[config.mk]
export PLATFORM = sky130hd
export DESIGN_NAME = phy_reset_ordset_tx_flat
export DESIGN_NICKNAME = d
export VERILOG_FILES = /design/src/rtl/phy_reset_ordset_tx_if.sv /design/src/rtl/phy_reset_ordset_tx.sv /design/src/flat_wrapper.sv
export SDC_FILE = /design/constraint.sdc
export NUM_CORES = 1
export LEC_CHECK = 0
export BUFFER_PORTS_ARGS = -buffer_cell sky130_fd_sc_hd__clkbuf_2
export CORE_UTILIZATION = 56
export DETAILED_ROUTE_END_ITERATION = 10
export PLACE_DENSITY = 0.89
export SLEW_MARGIN = 20
export SYNTH_ARGS = -nofsm -noshare
export SYNTH_HDL_FRONTEND = slang
export SYNTH_SLANG_ARGS = --single-unit
[constraint.sdc]
create_clock -name CLK -period 2.5 [get_ports CLK]
set_clock_uncertainty 0.1 [all_clocks]
set_input_delay 0.25 -clock CLK [delete_from_list [all_inputs] [get_ports CLK]]
set_output_delay 0.25 -clock CLK [all_outputs]
set_load 0.02 [all_outputs]
[src/rtl/phy_reset_ordset_tx_if.sv]
// Protocol-layer <-> PHY reset-signalling bus: request/abort in, ack/status/line out.
// STATE_DBG mirrors the transmitter FSM state for observation.
interface phy_reset_ordset_tx_if;
    // Handshake: the request is taken only in IDLE on a cycle with TX_REQ=1,
    // a legal TX_TYPE and STOP_ATTEMPT=0; PHY_ACK/ABORTED are one-cycle completions.
    logic       TX_REQ;
    logic [2:0] TX_TYPE;
    logic       STOP_ATTEMPT;
    logic       PHY_ACK;
    logic [2:0] ACK_TYPE;
    logic       ABORTED;
    logic       BUSY;
    logic       TX_EN;
    logic       BMC_OUT;
    logic [2:0] STATE_DBG;

    modport master (
        output TX_REQ, TX_TYPE, STOP_ATTEMPT,
        input  PHY_ACK, ACK_TYPE, ABORTED, BUSY, TX_EN, BMC_OUT, STATE_DBG
    );

    modport slave (
        input  TX_REQ, TX_TYPE, STOP_ATTEMPT,
        output PHY_ACK, ACK_TYPE, ABORTED, BUSY, TX_EN, BMC_OUT, STATE_DBG
    );
endinterface

[src/rtl/phy_reset_ordset_tx.sv]
// Hard Reset / Cable Reset ordered-set transmitter: preamble + 4 K-codes, BMC encoded,
// followed by a one-cycle PHY_ACK, with abort on STOP_ATTEMPT.
module phy_reset_ordset_tx #(
    parameter int HALF_BIT_CYCLES = 5,
    parameter int PREAMBLE_BITS   = 64
) (
    input  logic                 CLK,
    input  logic                 reset,
    phy_reset_ordset_tx_if.slave bus
);
    localparam int          MAX_BITS = (PREAMBLE_BITS > 20) ? PREAMBLE_BITS : 20;
    localparam int          IDX_W    = $clog2(MAX_BITS);
    localparam int          HC_W     = (HALF_BIT_CYCLES > 1) ? $clog2(HALF_BIT_CYCLES) : 1;
    localparam logic [2:0]  TYPE_HARD  = 3'b101;
    localparam logic [2:0]  TYPE_CABLE = 3'b110;

    // K-codes MSB..LSB; each is shifted out LSB first.
    localparam logic [4:0]  K_SYNC1 = 5'b11000;
    localparam logic [4:0]  K_RST1  = 5'b00111;
    localparam logic [4:0]  K_RST2  = 5'b11001;
    localparam logic [4:0]  K_SYNC3 = 5'b00110;
    // Ordered-set words: bit i is the i-th bit on the line.
    localparam logic [19:0] WORD_HARD  = {K_RST2,  K_RST1, K_RST1,  K_RST1};
    localparam logic [19:0] WORD_CABLE = {K_SYNC3, K_RST1, K_SYNC1, K_RST1};

    localparam logic [HC_W-1:0]  HALF_LAST = HC_W'(HALF_BIT_CYCLES - 1);
    localparam logic [IDX_W-1:0] PRE_LAST  = IDX_W'(PREAMBLE_BITS - 1);
    localparam logic [IDX_W-1:0] OS_LAST   = IDX_W'(19);

    typedef enum logic [2:0] {
        S_IDLE     = 3'd0,
        S_PREAMBLE = 3'd1,
        S_ORDSET   = 3'd2,
        S_TAIL     = 3'd3,
        S_DONE     = 3'd4
    } state_t;

    state_t           state_q;
    logic [HC_W-1:0]  half_cnt_q;
    logic             phase_q;
    logic [IDX_W-1:0] bit_idx_q;
    logic [2:0]       type_q;
    logic             phy_ack_q;
    logic             aborted_q;
    logic             busy_q;
    logic             tx_en_q;
    logic             bmc_q;

    logic        accept_d;
    logic [19:0] word_d;
    logic [4:0]  os_idx_d;
    logic        cur_bit_d;
    logic        last_bit_d;
    logic        half_end_d;

    always_comb begin
        accept_d   = bus.TX_REQ && !bus.STOP_ATTEMPT &&
                     ((bus.TX_TYPE == TYPE_HARD) || (bus.TX_TYPE == TYPE_CABLE));
        word_d     = (type_q == TYPE_HARD) ? WORD_HARD : WORD_CABLE;
        os_idx_d   = bit_idx_q[4:0];
        // Preamble alternates starting with 0, so the bit is the index LSB.
        cur_bit_d  = (state_q == S_PREAMBLE) ? bit_idx_q[0] : word_d[os_idx_d];
        last_bit_d = (state_q == S_PREAMBLE) ? (bit_idx_q == PRE_LAST) : (bit_idx_q == OS_LAST);
        half_end_d = (half_cnt_q == HALF_LAST);
    end

    always_ff @(posedge CLK) begin
        if (!reset) begin
            state_q    <= S_IDLE;
            half_cnt_q <= '0;
            phase_q    <= 1'b0;
            bit_idx_q  <= '0;
            type_q     <= 3'b000;
            phy_ack_q  <= 1'b0;
            aborted_q  <= 1'b0;
            busy_q     <= 1'b0;
            tx_en_q    <= 1'b0;
            bmc_q      <= 1'b0;
        end else begin
            phy_ack_q <= 1'b0;
            aborted_q <= 1'b0;
            case (state_q)
                S_IDLE: begin
                    if (accept_d) begin
                        state_q    <= S_PREAMBLE;
                        type_q     <= bus.TX_TYPE;
                        busy_q     <= 1'b1;
                        tx_en_q    <= 1'b1;
                        bmc_q      <= 1'b1;  // first bit starts with a toggle from idle 0
                        half_cnt_q <= '0;
                        phase_q    <= 1'b0;
                        bit_idx_q  <= '0;
                    end
                end
                S_PREAMBLE, S_ORDSET, S_TAIL: begin
                    if (bus.STOP_ATTEMPT) begin
                        state_q    <= S_IDLE;
                        aborted_q  <= 1'b1;
                        busy_q     <= 1'b0;
                        tx_en_q    <= 1'b0;
                        bmc_q      <= 1'b0;
                        half_cnt_q <= '0;
                        phase_q    <= 1'b0;
                        bit_idx_q  <= '0;
                    end else if (!half_end_d) begin
                        half_cnt_q <= half_cnt_q + 1'b1;
                    end else if (!phase_q) begin
                        half_cnt_q <= '0;
                        phase_q    <= 1'b1;
                        if (state_q != S_TAIL && cur_bit_d) begin
                            bmc_q <= ~bmc_q;
                        end
                    end else begin
                        half_cnt_q <= '0;
                        phase_q    <= 1'b0;
                        if (state_q == S_TAIL) begin
                            state_q   <= S_DONE;
                            phy_ack_q <= 1'b1;
                            tx_en_q   <= 1'b0;
                            bmc_q     <= 1'b0;
                        end else if (!last_bit_d) begin
                            bit_idx_q <= bit_idx_q + 1'b1;
                            bmc_q     <= ~bmc_q;
                        end else begin
                            bit_idx_q <= '0;
                            if (state_q == S_PREAMBLE) begin
                                state_q <= S_ORDSET;
                                bmc_q   <= ~bmc_q;
                            end else begin
                                // Line parks low while still driven for one bit time.
                                state_q <= S_TAIL;
                                bmc_q   <= 1'b0;
                            end
                        end
                    end
                end
                S_DONE: begin
                    state_q <= S_IDLE;
                    busy_q  <= 1'b0;
                end
                default: begin
                    state_q <= S_IDLE;
                    busy_q  <= 1'b0;
                    tx_en_q <= 1'b0;
                    bmc_q   <= 1'b0;
                end
            endcase
        end
    end

    assign bus.PHY_ACK   = phy_ack_q;
    assign bus.ACK_TYPE  = type_q;
    assign bus.ABORTED   = aborted_q;
    assign bus.BUSY      = busy_q;
    assign bus.TX_EN     = tx_en_q;
    assign bus.BMC_OUT   = bmc_q;
    assign bus.STATE_DBG = state_q;
endmodule

[src/flat_wrapper.sv]
// flat-port wrapper written by rule: the top's interface ports become plain ports
module phy_reset_ordset_tx_flat 
#(
    parameter int HALF_BIT_CYCLES = 5,
    parameter int PREAMBLE_BITS   = 64
)
  (CLK, reset, bus_TX_REQ, bus_TX_TYPE, bus_STOP_ATTEMPT, bus_PHY_ACK, bus_ACK_TYPE, bus_ABORTED, bus_BUSY, bus_TX_EN, bus_BMC_OUT, bus_STATE_DBG);
  phy_reset_ordset_tx_if bus_i ();
  input  logic CLK;
  input  logic reset;
  input wire logic [$bits(bus_i.TX_REQ)-1:0] bus_TX_REQ;
  input wire logic [$bits(bus_i.TX_TYPE)-1:0] bus_TX_TYPE;
  input wire logic [$bits(bus_i.STOP_ATTEMPT)-1:0] bus_STOP_ATTEMPT;
  output wire logic [$bits(bus_i.PHY_ACK)-1:0] bus_PHY_ACK;
  output wire logic [$bits(bus_i.ACK_TYPE)-1:0] bus_ACK_TYPE;
  output wire logic [$bits(bus_i.ABORTED)-1:0] bus_ABORTED;
  output wire logic [$bits(bus_i.BUSY)-1:0] bus_BUSY;
  output wire logic [$bits(bus_i.TX_EN)-1:0] bus_TX_EN;
  output wire logic [$bits(bus_i.BMC_OUT)-1:0] bus_BMC_OUT;
  output wire logic [$bits(bus_i.STATE_DBG)-1:0] bus_STATE_DBG;
  assign bus_i.TX_REQ = bus_TX_REQ;
  assign bus_i.TX_TYPE = bus_TX_TYPE;
  assign bus_i.STOP_ATTEMPT = bus_STOP_ATTEMPT;
  assign bus_PHY_ACK = bus_i.PHY_ACK;
  assign bus_ACK_TYPE = bus_i.ACK_TYPE;
  assign bus_ABORTED = bus_i.ABORTED;
  assign bus_BUSY = bus_i.BUSY;
  assign bus_TX_EN = bus_i.TX_EN;
  assign bus_BMC_OUT = bus_i.BMC_OUT;
  assign bus_STATE_DBG = bus_i.STATE_DBG;
  phy_reset_ordset_tx #(.HALF_BIT_CYCLES(HALF_BIT_CYCLES), .PREAMBLE_BITS(PREAMBLE_BITS)) u_core (.CLK(CLK), .reset(reset), .bus(bus_i));
endmodule
==> results of run 1 <==
worst min-delay path by stage:
| stage | startpoint | endpoint | slack [ns] | cells after the start |
|---|---|---|---|---|
| floorplan | reset | u_core.bus.BUSY | 0.33 | 2 |
| global placement | u_core.bus.BUSY | u_core.bus.BUSY | 0.34 | 2 |
| detailed placement | u_core.bus.BUSY | u_core.bus.BUSY | 0.37 | 2 |
| CTS | bus_STOP_ATTEMPT | u_core.bus.ABORTED | 0.18 | 3 |
| global route | bus_STOP_ATTEMPT | u_core.bus.ABORTED | 0.21 | 3 |
| finish | bus_TX_TYPE[0] | u_core.bus.ACK_TYPE[1] | 0.19 | 3 |
layer usage:
metal  up-vias  GRT usage [%]
met5         -              0
met4         0           15.2
met3         8           2.78
met2        41           45.8
met1       598           30.7
li1        606              -
critical path: stages (launching register included):
cell       delay [ns]
dfxtp_1          0.48
inv_1            0.08
ha_1             0.30
nand2_1          0.06
o21ai_0          0.07
a2111oi_0        0.56
a21oi_1          0.14
o221a_2          0.25
kinds of logic after synthesis:
family / after synthesis
and+or+nand+nor: 68
AOI/OAI and AO/OA: 42
DFF: 21
buffers and inverters: 18
adders and majority gates: 5
muxes: 3
xor gates and xnor gates: 2
power breakdown:
part	switching, W	internal, W	total, W
Combinational	0.000275	0.000180	0.000456
Clock	0.000105	0.0000624	0.000167
Sequential	0.0000720	0.000375	0.000447
cells in the final DEF, fill, tap and decap left out, drive strengths merged, types with 4 or more instances in the layout:
cell type and count:
clkbuf 21, o21ai 5, nor2 10, nor3 5, and3 8, nor2b 5, dfxtp 21, a21oi 7
o31ai 4, ha 4, nand2 17, nand3 9, inv 7, a31oi 5
per-stage QoR:
step	total power (W)	cells	hold WS, ns	area [um2]
after floorplan	0.000795	159	0.327	1290
after detailed placement	0.000900	193	0.373	1360
final	0.00107	197	0.191	1380
after global routing	0.00113	197	0.206	1380
after CTS	0.00106	197	0.184	1380
after global placement	0.000873	193	0.343	1360
state kept, by name, indices dropped and copies added, names as in the netlist:
register	cells
u_core.bus.STATE_DBG	3
u_core.phase_q	1
u_core.half_cnt_q	3
u_core.bus.BMC_OUT	1
u_core.bus.BUSY	1
u_core.bus.ACK_TYPE	3
u_core.bus.ABORTED	1
u_core.bus.PHY_ACK	1
u_core.bus.TX_EN	1
u_core.bit_idx_q	6
area by class of cell:
class | count | area [um2]
Tap cell | 28 | 35.0
Timing Repair Buffer | 17 | 85.1
Sequential cell | 21 | 420
Multi-Input combinational cell | 120 | 790
Clock buffer | 4 | 26.3
Fill cell | 192 | 808
Inverter | 7 | 26.3
==> flow_metrics.py, run 1 <==
metrics = {
    "timing": {
        "rsz0062_at_grt": "false",
        "finalHoldViolations": 0,
        "fmax_mhz": 468,
        "worst-slew-pin-transition_ns": 0.594,
        "final.period_utilization_pct": 85.5,
        "finalSetupViolCount": 0,
        "drv_slew": 0,
        "worst_slew_margin_rel_pct": 60.1,
        "fin_setup_tns_ns": 0,
        "fin_ws_ns": 0.362,
        "period_needed_ns": 2.14,
    },
    "power_and_ir_drop": {
        "max-vdd-ir-drop_mv": 0.412,
        "power.leakage_nw": 0.553,
        "powerDensity_nw_per_um2": 774,
    },
    "cts": {
        "clock_sinks": 21,
        "htree_levels": 1,
        "clk_pin_slew_ns": 0.12,
        "cts_made_buffers": 3,
        "cts_tree": "built",
        "clk_path_buf_depth": 2,
        "cts-root-buf": "clkbuf_4",
        "worstSkewPairLatency_ns": 0.31,
        "cts_resized": 0,
        "cts_setup_buffers": 0,
        "hold_buffers": 0,
    },
    "drt": {
        "vias": 1253,
        "drc": 0,
        "wl_met3_um": 146,
        "top_layer_used": "met4",
        "wl_met2_um": 1550,
        "wl_met1_um": 1300,
        "wl_per_cell_um": 15.6,
        "routed_via_density": 6.36,
        "first_iter_violations": 39,
        "first_pass_iters": 4,
        "drt_wl_total_um": 3070,
        "ant_nets": 0,
    },
    "logic_synthesis": {
        "syn_area_um2": 1290,
        "ys_async_sr_fraction_pct": 0,
        "ys_ff_latch": 21,
        "synth_top_family_by_area": "simple AND/OR/NAND/NOR gates",
        "yosys.area_share.adder_pct": 4.66,
        "synth_xor_area_share_pct": 1.36,
        "muxShareOfSynthArea_pct": 2.33,
        "synth_cell_types": 47,
        "synth.top_cell.area_share_pct": 32.6,
        "netlist_instances": 159,
        "synth_common_cells": "dfxtp_1, nand2_1, nand3_1, nor2_1, and3_1",
        "avgSynthCellArea_um2": 8.11,
        "yosysSeqAreaShare_pct": 32.6,
        "synth_area_leaders": "dfxtp_1, nand2_1, and3_1, ha_1, nand3_1",
        "synth.most_common_cell": "dfxtp_1",
        "synth-simple-area-share_pct": 27.6,
        "synth_compound_area_share_pct": 25.2,
        "yosys.area.top_type": "dfxtp_1",
        "yosys_warnings": 0,
        "ys.flop_type": "dfxtp_1",
        "syn-num-nets": 170,
        "synth_edf_count": 0,
    },
    "setup_path": {
        "arrival_ns": 2.26,
        "crit_path_start_kind": "register",
        "r2r_end": "u_core.bus.BMC_OUT",
        "reg2reg_slack_ns": 0.36,
        "rr_worst_depth": 7,
        "reg2reg_from": "u_core.bit_idx_q[1]",
        "cp-endpoint": "u_core.bus.BMC_OUT",
        "crit_type": "reg2reg",
        "critical_path.startpoint": "u_core.bit_idx_q[1]",
        "cp.required_ns": 2.62,
        "critical_path_peak_fanout": 9,
        "cp-end-kind": "register",
    },
    "outcome": {
        "status": "finished clean",
    },
    "grt": {
        "antenna_found_initial": 0,
        "grt_pass1_vias": 1190,
        "grt_max_degree": 22,
        "track_usage_pct": 26.3,
        "gr-total-overflow": 0,
        "grt_pass1_wl_um": 5060,
    },
    "cells_and_area": {
        "fin_nets": 181,
        "drive_gt1_share_pct": 16.6,
        "fin_util_pct": 63.1,
        "area_delta_synth_final_pct": 7.18,
        "insertedDiodeCount": 0,
    },
    "floorplan": {
        "initial_core_util_pct": 58.9,
        "ios": 18,
        "die_w_um": 50.0,
        "fp.dieH_um": 50.0,
        "core_area_um2": 2190,
        "die-area_um2": 2500,
        "num_rows": 17,
    },
    "placement": {
        "place.gp.congestion": 0.898,
        "dp_slack_ns": 0.438,
        "port_buffers": 17,
        "hpwl_um": 2280,
    },
    "min_path": {
        "hold_class": "in2reg",
    },
    "job": {
        "cap_violations": 0,
    },
}
(Power assumes the default switching activity.)
==> run 2, diff against run 1 <==
GPL_TIMING_DRIVEN = 0   (was default)
clock period = 2.08 ns   (was 2.5 ns; I/O delays follow)
==> run 2 against run 1 <==
Cell count rose by 5.1%. Core utilization rose by 3.5 points. Total power rose by 22%. Sequential share of layout area fell by 1.4 points. Via count fell by 0.56%. Sequential power rose by 13%. Sequential cell count did not move. Critical path type unchanged. Highest routed layer unchanged.
==> flow_metrics.py, run 2 (synthesis gave the netlist of run 1 again) <==
metrics = {
    "setup_path": {
        "crit_path_start_kind": "register",
        "critical_path_peak_fanout": 9,
        "crit_type": "reg2reg",
        "arrival_ns": 2.09,
        "crit_path_cell_trace": "or2_4 > o32a_4 > a21o_4 > a32o_1 > o21a_1",
        "slowest_delay_ns": 0.43,
        "cp-end-kind": "register",
        "slowest_stage": "dfxtp_1",
        "critical_path.startpoint": "u_core.bus.STATE_DBG[2]",
        "cp.required_ns": 2.21,
        "reg2reg_from": "u_core.bus.STATE_DBG[2]",
    },
    "grt": {
        "antenna_found_initial": 0,
        "grt_max_degree": 13,
        "grt_pass1_wl_um": 4960,
        "gr-total-overflow": 0,
        "grt_pass1_vias": 1119,
        "track_usage_pct": 26.2,
    },
    "drt": {
        "first_iter_violations": 46,
        "drc": 0,
        "ant_nets": 0,
        "wl_per_cell_um": 14.3,
        "drt_wl_total_um": 2950,
        "routed_via_density": 6.02,
        "first_pass_iters": 4,
        "vias": 1246,
    },
    "timing": {
        "fin_setup_tns_ns": 0,
        "finalSetupViolCount": 0,
        "drv_slew": 0,
        "worst_slew_margin_rel_pct": 66.7,
        "period_needed_ns": 1.97,
        "rsz0062_at_grt": "false",
        "fin_ws_ns": 0.111,
        "finalHoldViolations": 0,
        "fmax_mhz": 508,
        "final.period_utilization_pct": 94.7,
        "worst-slew-pin-transition_ns": 0.497,
    },
    "power_and_ir_drop": {
        "p_sw_share_pct": 42.0,
        "seqPwrFrac_pct": 38.7,
        "power.leakage_nw": 0.596,
        "powerDensity_nw_per_um2": 894,
        "power.share.clock_pct": 15.5,
        "max-vdd-ir-drop_mv": 0.560,
        "p_sw_w": 0.000548,
        "combPwrFrac_pct": 45.8,
        "p_int_w": 0.000758,
        "p_total_w": 0.00131,
    },
    "cts": {
        "cts_tree": "built",
        "clock_sinks": 21,
        "cts_made_buffers": 3,
        "cts-root-buf": "clkbuf_4",
        "htree_levels": 1,
        "clk_path_buf_depth": 2,
        "worstSkewPairLatency_ns": 0.31,
        "cts_setup_buffers": 0,
        "clk_pin_slew_ns": 0.12,
    },
    "floorplan": {
        "num_rows": 17,
        "fp.dieH_um": 50.0,
        "die-area_um2": 2500,
        "core_area_um2": 2190,
        "die_w_um": 50.0,
        "initial_core_util_pct": 58.9,
        "ios": 18,
    },
    "cells_and_area": {
        "regArea_um2": 423,
        "fin_nets": 191,
        "area_delta_synth_final_pct": 13.2,
        "multi_input_area_um2": 811,
        "largest_reg_flops": 6,
        "fin_util_pct": 66.6,
        "final_cell_mix": "dfxtp_1, nand2_1, clkbuf_2",
        "layout_commonest_cell": "dfxtp_1",
        "regMostFlops": "u_core.bit_idx_q",
        "insertedDiodeCount": 0,
        "stdcell_count": 207,
        "fill_cells": 189,
        "drive_gt1_share_pct": 22.9,
    },
    "min_path": {
        "min_from": "bus_STOP_ATTEMPT",
        "hold_class": "in2reg",
    },
    "placement": {
        "place.gp.congestion": 0.927,
        "dp_slack_ns": -0.142,
        "place_inst": 203,
        "port_buffers": 16,
        "hpwl_um": 2170,
    },
    "outcome": {
        "status": "finished clean",
    },
    "job": {
        "cap_violations": 0,
    },
}
run 2: stage by stage:
stage               hold slack, ns  instance area [um2]
finish                      0.0497                 1460
global route                0.0583                 1460
CTS                         0.0434                 1440
detailed placement           0.357                 1410
global placement             0.343                 1410
floorplan                    0.285                 1290
run 2: final cells by class:
| cell class | instances | share of cell area, % |
|---|---|---|
| inverters | 7 | 1.80 |
| well taps | 28 | 2.40 |
| multi-input cells | 120 | 55.5 |
| clock buffers | 3 | 1.54 |
| repair buffers | 16 | 5.48 |
| plain buffers | 11 | 3.94 |
| clock inverters | 1 | 0.343 |
| flip-flops and latches | 21 | 29.0 |
run 2: power groups by stage:
stage / clock (W) / combinational (W) / sequential (W)
floorplan: 0 / 0.000424 / 0.000531
global placement: 0 / 0.000576 / 0.000500
detailed placement: 0 / 0.000584 / 0.000505
CTS: 0.000208 / 0.000587 / 0.000496
global route: 0.000222 / 0.000657 / 0.000511
finish: 0.000203 / 0.000598 / 0.000505
run 2: worst max-delay path, delay by kind of cell, from the launching register on:
family	cells	cell delay (ns)
AOI/OAI and AO/OA	4	1.01
and+or+nand+nor	1	0.32
DFF	1	0.43
run 2: metal layers:
layer / vias up / track usage (%) / wire length (um)
met4: 0 / 19.0 / 78
met1: 569 / 35.0 / 1350
li1: 630 / - / -
met3: 6 / 2.78 / 148
met5: - / 0 / 0
met2: 41 / 38.2 / 1380
run 2: worst paths after layout:
kind / to / slack, ns / cells after the start
worst min register to register: u_core.bus.BUSY / 0.37 / 2
worst max-delay path: u_core.bit_idx_q[3] / 0.11 / 5
worst max register to register: u_core.bit_idx_q[3] / 0.11 / 5
worst min-delay path: u_core.bus.ABORTED / 0.05 / 3
run 2: what timing repair did:
item / 4_1_cts / 5_1_grt
endpoints found under the setup margin: 1 / 3
resized for setup: 2 / 9
pin swaps: 0 / 2
hold buffers: 0 / 0
==> run 3, diff against run 2 <==
ABC_AREA = 1   (was default)
CORE_UTILIZATION = 55   (was 56)
==> run 3 against run 2 <==
Synthesized cell count is 12% higher. Critical endpoint is now u_core.bit_idx_q[2]. Critical path type unchanged. Register-to-register slack better by 0.19 ns. Area after synthesis is 8.4% lower. Largest power group unchanged. Via count is 5.1% lower.
==> flow_metrics.py, run 3 <==
metrics = {
    "logic_synthesis": {
        "synth.most_common_cell": "nand2_1",
        "syn-num-nets": 189,
        "yosysSeqAreaShare_pct": 35.6,
        "yosys.area.top_type": "dfxtp_1",
        "synth_area_leaders": "dfxtp_1, nand2_1, nor2_1, inv_1, a21oi_1",
        "netlist_instances": 178,
        "synth-simple-area-share_pct": 39.5,
        "avgSynthCellArea_um2": 6.64,
        "ys.flop_type": "dfxtp_1",
        "yosys.area_share.adder_pct": 4.24,
        "syn_area_um2": 1180,
        "ys_ff_latch": 21,
        "yosys_warnings": 0,
        "synth_cell_types": 27,
        "synth_edf_count": 0,
        "synth_xor_area_share_pct": 2.12,
        "ys_async_sr_fraction_pct": 0,
        "synth_common_cells": "nand2_1, nor2_1, dfxtp_1, inv_1, a21oi_1",
        "synth.top_cell.area_share_pct": 35.6,
        "synth_top_family_by_area": "simple AND/OR/NAND/NOR gates",
        "muxShareOfSynthArea_pct": 0,
        "synth_compound_area_share_pct": 10.4,
    },
    "outcome": {
        "status": "finished clean",
    },
    "cells_and_area": {
        "area_delta_synth_final_pct": 11.9,
        "largest_reg_flops": 6,
        "fill_cells": 160,
        "regMostFlops": "u_core.bit_idx_q",
        "layout_commonest_cell": "nand2_1",
        "fin_nets": 210,
        "multi_input_area_um2": 664,
        "insertedDiodeCount": 0,
        "final_cell_mix": "nand2_1, nor2_1, dfxtp_1",
        "drive_gt1_share_pct": 18.2,
        "regArea_um2": 420,
        "fin_util_pct": 66.7,
    },
    "floorplan": {
        "num_rows": 16,
        "ios": 18,
        "fp.dieH_um": 48.3,
        "die_w_um": 48.3,
        "die-area_um2": 2340,
        "core_area_um2": 1980,
        "initial_core_util_pct": 59.6,
    },
    "setup_path": {
        "crit_path_start_kind": "register",
        "crit_type": "reg2reg",
        "arrival_ns": 1.89,
        "cp-endpoint": "u_core.bit_idx_q[2]",
        "r2r_end": "u_core.bit_idx_q[2]",
        "cp-end-kind": "register",
        "rr_worst_depth": 12,
        "cp.required_ns": 2.19,
        "critical_path.startpoint": "u_core.bus.STATE_DBG[1]",
        "reg2reg_slack_ns": 0.30,
        "reg2reg_from": "u_core.bus.STATE_DBG[1]",
        "critical_path_peak_fanout": 8,
    },
    "cts": {
        "cts_tree": "built",
        "hold_buffers": 0,
        "cts_setup_buffers": 0,
        "clk_path_buf_depth": 2,
        "clock_sinks": 21,
        "cts_made_buffers": 3,
        "cts_resized": 0,
        "htree_levels": 1,
        "worstSkewPairLatency_ns": 0.31,
        "clk_pin_slew_ns": 0.12,
        "cts-root-buf": "clkbuf_4",
    },
    "timing": {
        "drv_slew": 0,
        "fmax_mhz": 562,
        "hold-worst-slack_ns": 0.0103,
        "worst-slew-pin-transition_ns": 0.391,
        "period_needed_ns": 1.78,
        "fin_ws_ns": 0.301,
        "rsz0062_at_grt": "false",
        "finalSetupViolCount": 0,
        "worst_slew_margin_rel_pct": 73.9,
        "fin_setup_tns_ns": 0,
        "final.period_utilization_pct": 85.6,
        "finalHoldViolations": 0,
    },
    "power_and_ir_drop": {
        "combPwrFrac_pct": 43.6,
        "p_total_w": 0.00126,
        "p_sw_w": 0.000559,
        "seqPwrFrac_pct": 40.5,
        "powerDensity_nw_per_um2": 957,
        "p_sw_share_pct": 44.2,
        "max-vdd-ir-drop_mv": 0.827,
        "power.share.clock_pct": 15.9,
        "p_int_w": 0.000706,
        "power.leakage_nw": 0.623,
    },
    "drt": {
        "drc": 0,
        "first_pass_iters": 4,
        "wl_per_cell_um": 11.5,
        "vias": 1182,
        "routed_via_density": 5.25,
        "drt_wl_total_um": 2580,
        "ant_nets": 0,
        "first_iter_violations": 26,
    },
    "grt": {
        "track_usage_pct": 23.4,
        "grtUsageMet3_pct": 5.03,
        "top_usage_layer": "met2",
        "grt_pass1_vias": 1039,
        "antenna_found_initial": 0,
        "grtUsageMet1_pct": 27.8,
        "grt_max_degree": 12,
        "use_met2_pct": 41.8,
        "gr-total-overflow": 0,
        "grt_pass1_wl_um": 4310,
    },
    "job": {
        "cap_violations": 0,
    },
    "placement": {
        "place.gp.congestion": 0.898,
        "dp_slack_ns": 0.354,
        "hpwl_um": 2020,
        "port_buffers": 16,
    },
    "min_path": {
        "hold_class": "in2reg",
    },
}
## run 3: cell types whose count changed in the layout (fill, tap and decap cells not counted), sizes merged, moves of 5 or more
cell / previous run / this run
nor2b: 5 / 0
a21oi: 7 / 15
and3: 8 / 1
buf: 6 / 0
nand2: 17 / 53
nor2: 10 / 29
inv: 7 / 23
## run 3: cell type report
class / instances / area share [%]
sequential: 21 / 31.8
timing repair buffer: 16 / 6.06
buffer: 1 / 0.284
clock buffer: 4 / 1.99
multi-input combinational: 132 / 50.3
tap: 27 / 2.56
inverter: 24 / 7.01
## run 3: metal layers
metal | vias to the layer above | wire length (um)
met3 | 4 | 169
met5 | - | 0
met4 | 0 | 25
met1 | 527 | 1130
met2 | 50 | 1260
li1 | 601 | -
## run 3: worst max-delay path: stages (launching register included)
cell	delay [ns]
dfxtp_1	0.36
inv_2	0.10
nand2_1	0.09
nor2_2	0.18
nand3_2	0.14
nand2_2	0.11
inv_2	0.07
nor2_4	0.11
nand2_4	0.08
inv_4	0.10
nand2_2	0.07
nand2_2	0.12
nor2_1	0.06
## run 3: worst min path at each step
stage | depth (start not counted) | to | from | slack [ns]
2_1_floorplan | 1 | u_core.bus.ACK_TYPE[0] | bus_TX_TYPE[1] | 0.20
3_3_place_gp | 2 | u_core.bus.ACK_TYPE[1] | bus_TX_TYPE[0] | 0.34
3_5_place_dp | 2 | u_core.bus.ACK_TYPE[1] | bus_TX_TYPE[0] | 0.34
4_1_cts | 2 | u_core.bus.ACK_TYPE[1] | bus_TX_TYPE[0] | 0.008
5_1_grt | 2 | u_core.bus.ACK_TYPE[0] | bus_TX_TYPE[1] | 0.01
6_report | 2 | u_core.bus.ACK_TYPE[1] | bus_TX_TYPE[0] | 0.01
## run 3: kinds of logic after synthesis
family	after synthesis
compound gates	22
xor+xnor	2
fa+ha+maj	4
buf+inv	25
flops	21
simple gates	104
## run 3: power by group through the flow
stage	registers, W	logic, W	clock network (W)
3_3_place_gp	0.000515	0.000517	0
3_5_place_dp	0.000520	0.000540	0
2_1_floorplan	0.000546	0.000384	0
5_1_grt	0.000520	0.000606	0.000212
6_report	0.000512	0.000552	0.000201
4_1_cts	0.000511	0.000543	0.000200
## run 3: through the flow
stage                     instance area [um2]  std cells
after global placement                   1290        221
after floorplan                          1180        178
after CTS                                1320        225
after detailed placement                 1290        221
final                                    1320        225
after global routing                     1320        225
